File: src/rtl/idex_pkg.sv
// Shared constants for the ID/EX pipeline register: instruction field positions,
// default bundle widths and the all-zero bubble control word.
package idex_pkg;

  localparam int RS_MSB = 25;
  localparam int RS_LSB = 21;
  localparam int RT_MSB = 20;
  localparam int RT_LSB = 16;
  localparam int REG_IDX_W = RS_MSB - RS_LSB + 1;

  localparam int XLEN_DEF         = 32;
  localparam int NUM_SRC_DEF      = 2;
  localparam int WB_W_DEF         = 2;
  localparam int M_W_DEF          = 3;
  localparam int EX_W_DEF         = 4;
  localparam int MEM_READ_BIT_DEF = 0;

  // A bubble carries no control at all; sliced down to each bundle width.
  localparam logic [31:0] BUBBLE_CTRL = '0;

endpackage

File: src/rtl/idex_hazard_unit.sv
// Load-use comparator: flags when the load sitting in EX writes a register that
// the instruction in ID reads. Instantiated only when IDEX_HAZARD_DET_EN is defined.
module idex_hazard_unit
  import idex_pkg::*;
(
  input  logic                 stall,
  input  logic                 exValid,
  input  logic                 exMemRead,
  input  logic [REG_IDX_W-1:0] exRt,
  input  logic                 idValid,
  input  logic [REG_IDX_W-1:0] idRs,
  input  logic [REG_IDX_W-1:0] idRt,
  output logic                 hazard
);

  logic loadInEx;
  logic srcMatch;

  assign loadInEx = exValid && exMemRead && (exRt != '0);
  assign srcMatch = (exRt == idRs) || (exRt == idRt);

  // A held stage must never be turned into a bubble, so stall masks the request.
  assign hazard = !stall && loadInEx && idValid && srcMatch;

endmodule

File: src/rtl/idex_stage_reg.sv
// ID/EX pipeline register with valid bit, stall/flush control and optional
// load-use bubble insertion (enabled by defining IDEX_HAZARD_DET_EN).
module idex_stage_reg
  import idex_pkg::*;
#(
  parameter int XLEN         = XLEN_DEF,
  parameter int NUM_SRC      = NUM_SRC_DEF,
  parameter int WB_W         = WB_W_DEF,
  parameter int M_W          = M_W_DEF,
  parameter int EX_W         = EX_W_DEF,
  parameter int MEM_READ_BIT = MEM_READ_BIT_DEF
) (
  input  logic                    clk,
  input  logic                    rst_n,
  input  logic                    stall_i,
  input  logic                    flush_i,
  input  logic                    id_valid_i,
  input  logic [NUM_SRC*XLEN-1:0] rs_data_i,
  input  logic [XLEN-1:0]         imm_i,
  input  logic [XLEN-1:0]         instr_i,
  input  logic [WB_W-1:0]         wb_i,
  input  logic [M_W-1:0]          m_i,
  input  logic [EX_W-1:0]         ex_i,
  output logic [NUM_SRC*XLEN-1:0] rs_data_o,
  output logic [XLEN-1:0]         imm_o,
  output logic [XLEN-1:0]         instr_o,
  output logic [WB_W-1:0]         wb_o,
  output logic [M_W-1:0]          m_o,
  output logic [EX_W-1:0]         ex_o,
  output logic                    ex_valid_o,
  output logic                    hazard_o
);

  if (MEM_READ_BIT >= M_W) begin : gBadMemReadBit
    $error("MEM_READ_BIT must index a bit of the M bundle");
  end

  logic hazard;

`ifdef IDEX_HAZARD_DET_EN
  idex_hazard_unit uHazard (
    .stall     (stall_i),
    .exValid   (ex_valid_o),
    .exMemRead (m_o[MEM_READ_BIT]),
    .exRt      (instr_o[RT_MSB:RT_LSB]),
    .idValid   (id_valid_i),
    .idRs      (instr_i[RS_MSB:RS_LSB]),
    .idRt      (instr_i[RT_MSB:RT_LSB]),
    .hazard    (hazard)
  );
`else
  assign hazard = 1'b0;
`endif

  assign hazard_o = hazard;

  // Stage protocol: ex_valid_o marks a real instruction in EX. Each edge does
  // exactly one of flush (bubble) > stall (hold) > hazard (bubble) > load.
  // An invalid ID slot loads with all control zeroed so it cannot write state.
  always_ff @(posedge clk or negedge rst_n) begin
    if (!rst_n) begin
      ex_valid_o <= 1'b0;
      rs_data_o  <= '0;
      imm_o      <= '0;
      instr_o    <= '0;
      wb_o       <= BUBBLE_CTRL[WB_W-1:0];
      m_o        <= BUBBLE_CTRL[M_W-1:0];
      ex_o       <= BUBBLE_CTRL[EX_W-1:0];
    end else if (flush_i || (!stall_i && hazard)) begin
      ex_valid_o <= 1'b0;
      rs_data_o  <= '0;
      imm_o      <= '0;
      instr_o    <= '0;
      wb_o       <= BUBBLE_CTRL[WB_W-1:0];
      m_o        <= BUBBLE_CTRL[M_W-1:0];
      ex_o       <= BUBBLE_CTRL[EX_W-1:0];
    end else if (!stall_i) begin
      ex_valid_o <= id_valid_i;
      rs_data_o  <= rs_data_i;
      imm_o      <= imm_i;
      instr_o    <= instr_i;
      wb_o       <= id_valid_i ? wb_i : BUBBLE_CTRL[WB_W-1:0];
      m_o        <= id_valid_i ? m_i  : BUBBLE_CTRL[M_W-1:0];
      ex_o       <= id_valid_i ? ex_i : BUBBLE_CTRL[EX_W-1:0];
    end
  end

endmodule

File: config.mk
export PLATFORM = sky130hd
export DESIGN_NAME = idex_stage_reg
export DESIGN_NICKNAME = d
export VERILOG_FILES = /design/src/rtl/idex_pkg.sv /design/src/rtl/idex_hazard_unit.sv /design/src/rtl/idex_stage_reg.sv
export SDC_FILE = /design/constraint.sdc
export NUM_CORES = 1
export LEC_CHECK = 0
export ABC_AREA = 1
export CORE_MARGIN = 3
export CORE_UTILIZATION = 39
export DETAILED_ROUTE_END_ITERATION = 10
export PLACE_DENSITY = 0.81
export SYNTH_ARGS = -nofsm -noshare
export SYNTH_HDL_FRONTEND = slang
export SYNTH_HIERARCHICAL = 1
export SYNTH_SLANG_ARGS = --single-unit
File: constraint.sdc
create_clock -name clk -period 0.8 [get_ports clk]
set_input_delay 0.12 -clock clk [delete_from_list [all_inputs] [get_ports clk]]
set_output_delay 0.12 -clock clk [all_outputs]
set_load 0.1 [all_outputs]
==> flow_summary.ini <==
[logic_synthesis]
yosysSeqAreaShare_pct = 66.3
synth_top_cell_area_share_pct = 66.3
synthesis.nets = 730
synth_area_um2 = 5210
syn_inst = 588
synth_seq_cells = 138
yosysWarnings = 6
ys_types = 10
yosys.area.top_type = dfrtp_1
synth_area_leaders = dfrtp_1 66%, nand2_1 29%, buf_2 2.5%
synth_area_per_cell_um2 = 8.86

[setup_path]
path_buf_inv = 1
crit_family = flip-flops
r2r_start = rs_data_o[61]
cp.required_ns = 0.68
crit_arrival_ns = 1.11
cp_max_fo = 2
cp_cell_sequence = buf_12
startpoint = rs_data_o[51]
slowest_stage = dfrtp_4
worstSetupPathType = flip-flop to output pin
end_kind = output pin
max_stage_delay_ns = 0.51
cp-start-kind = flip-flop

[route]
drc = 0
wirelength_um = 26100
top_layer = met4
dr_total_vias = 5742
antenna_left = 0
first_iter_violations = 382
drt-pass1-iter-count = 5
wl_met2_um = 13500
vias_per_cell = 5.22
met1_length_um = 8670
wl_met3_um = 2320
wl_per_cell_um = 23.7

[finish]
area_delta_synth_final_pct = 124
num_antenna_cells = 0
fin_nets = 1060
fin_cells = 1100
post-route-util_pct = 90.8
fill_cells = 432
drive_gt1_share_pct = 44.0
design_area_um2 = 11600

[clock_tree]
cts_tree = done
cts.path.max_buffers = 2
numCtsBuffers = 17
ctsHtreeMaxLevel = 4
cts-root-buf = clkbuf_16
clk-insertion-delay-late_ns = 0.41
clock-sinks = 138
cts.clk_slew.worst_paths_ns = 0.06

[floorplan]
core_um2 = 12800
io_pins = 281
start_util_pct = 40.6
die_area_um2 = 14800
dieWidth_um = 122
rows = 41
die_h_um = 122

[timing]
fin_tns_setup_ns = -57.22
setup_viol = 169
rsz0062_at_grt = true
fmax_mhz = 811
min_period_over_period_pct = 154
period_minus_slack_ns = 1.23
fin_ws_ns = -0.432
hold_viol_final = 0
finClkSkew_ns = 0
drv_slew = 0

[hold_path]
hold_path.class = primary input to asynchronous set/reset pin

[global_route]
grt_pass1_vias = 6216
grt_pass1_wl_um = 34500
grt.total_usage_pct = 31.4
grt_start_max_net_pins = 52
antenna_found_initial = 0
grt-ovfl-total = 0

[placed_design]
detailed_place_hpwl_um = 14200
dp_cells = 1023
pre_cts_ws_ns = -0.702
finalWeightedCongestion = 0.773
io_buffers = 279
placedInstanceArea_um2 = 10200

[run_status]
violations = negative setup slack
status = finished, violations left

[pwr]
powerDensity_nw_per_um2 = 1930
ir_worst_vdd_mv = 1.46
leakagePower_nw = 5.38

[run]
drv_cap = 0
## final timing paths
kind	cells past startpoint	to	slack, ns
setup / recovery	1	rs_data_o[51]	-0.43
hold / removal	2	rs_data_o[43]	0.12
setup reg to reg	4	rs_data_o[61]	-0.16
hold reg to reg	2	rs_data_o[17]	0.55
max in group asynchronous	3	rs_data_o[16]	0.12
min in group clk	3	instr_o[11]	0.24
## sequential cells by signal, indices dropped and copies added, names as in the netlist
register / flops
rs_data_o: 64
imm_o: 32
instr_o: 32
ex_o: 4
m_o: 3
wb_o: 2
ex_valid_o: 1
## synthesized netlist by cell type (all sizes together)
| cell | instances |
|---|---|
| nand2 | 405 |
| dfrtp | 138 |
| buf | 32 |
| nand3 | 9 |
| nor2 | 2 |
| conb | 1 |
| inv | 1 |
## layout make-up
cell class	count	area, µm²	area share (%)
clock buffer	27	513	4.40
inverter	1	3.75	0.0322
multi-input combinational	417	1750	15.1
clock inverter	2	35.0	0.301
timing repair buffer	343	5160	44.3
sequential	138	3970	34.1
tap	172	215	1.85
## kinds of logic after synthesis
group | count (synthesis) | synth area share (%)
AND/OR/NAND/NOR | 416 | 30.2
buffers and inverters | 33 | 3.36
other | 1 | 0.0720
flip-flops | 138 | 66.3
## report_power, final
part,switching [mW],leakage (nW),internal [mW]
Combinational,4.18,3.50,2.71
Clock,2.89,0.269,4.64
Sequential,0.488,1.61,7.61
Total,7.56,5.38,15.0
## what timing repair did
item | CTS | global route
gates cloned | 7 | 5
hold endpoints to repair | 138 | 0
setup buffers | 24 | 20
pin swaps | 3 | 10
setup endpoints to repair | 276 | 245
hold buffers | 1 | 0
resized for setup | 52 | 57
## cells in the final DEF, fill, tap and decap left out, drive strengths merged
cell	Yosys	final
buf	32	197
dlygate4sd3	0	1
nand2	405	405
dfrtp	138	138
inv	1	1
clkdlybuf4s15	0	1
clkinv	0	1
nor2	2	2
clkdlybuf4s50	0	138
clkbuf	0	33
bufinv	0	1
nand3	9	9
conb	1	1
## through the flow
step / hold slack, ns / total power, mW
6_report: 0.120 / 22.5
5_1_grt: 0.106 / 23.1
4_1_cts: 0.106 / 22.1
3_5_place_dp: -0.0211 / 14.4
3_3_place_gp: -0.0239 / 14.3
2_1_floorplan: -0.176 / 11.3
## per-layer routing
layer  GRT usage, %  vias to the layer above
met4           17.2                        0
met1           31.1                     2822
met3           10.6                      104
li1               -                     2427
met2           57.4                      389
met5              0                        -
Note: power is estimated with default switching activity, not from simulation.
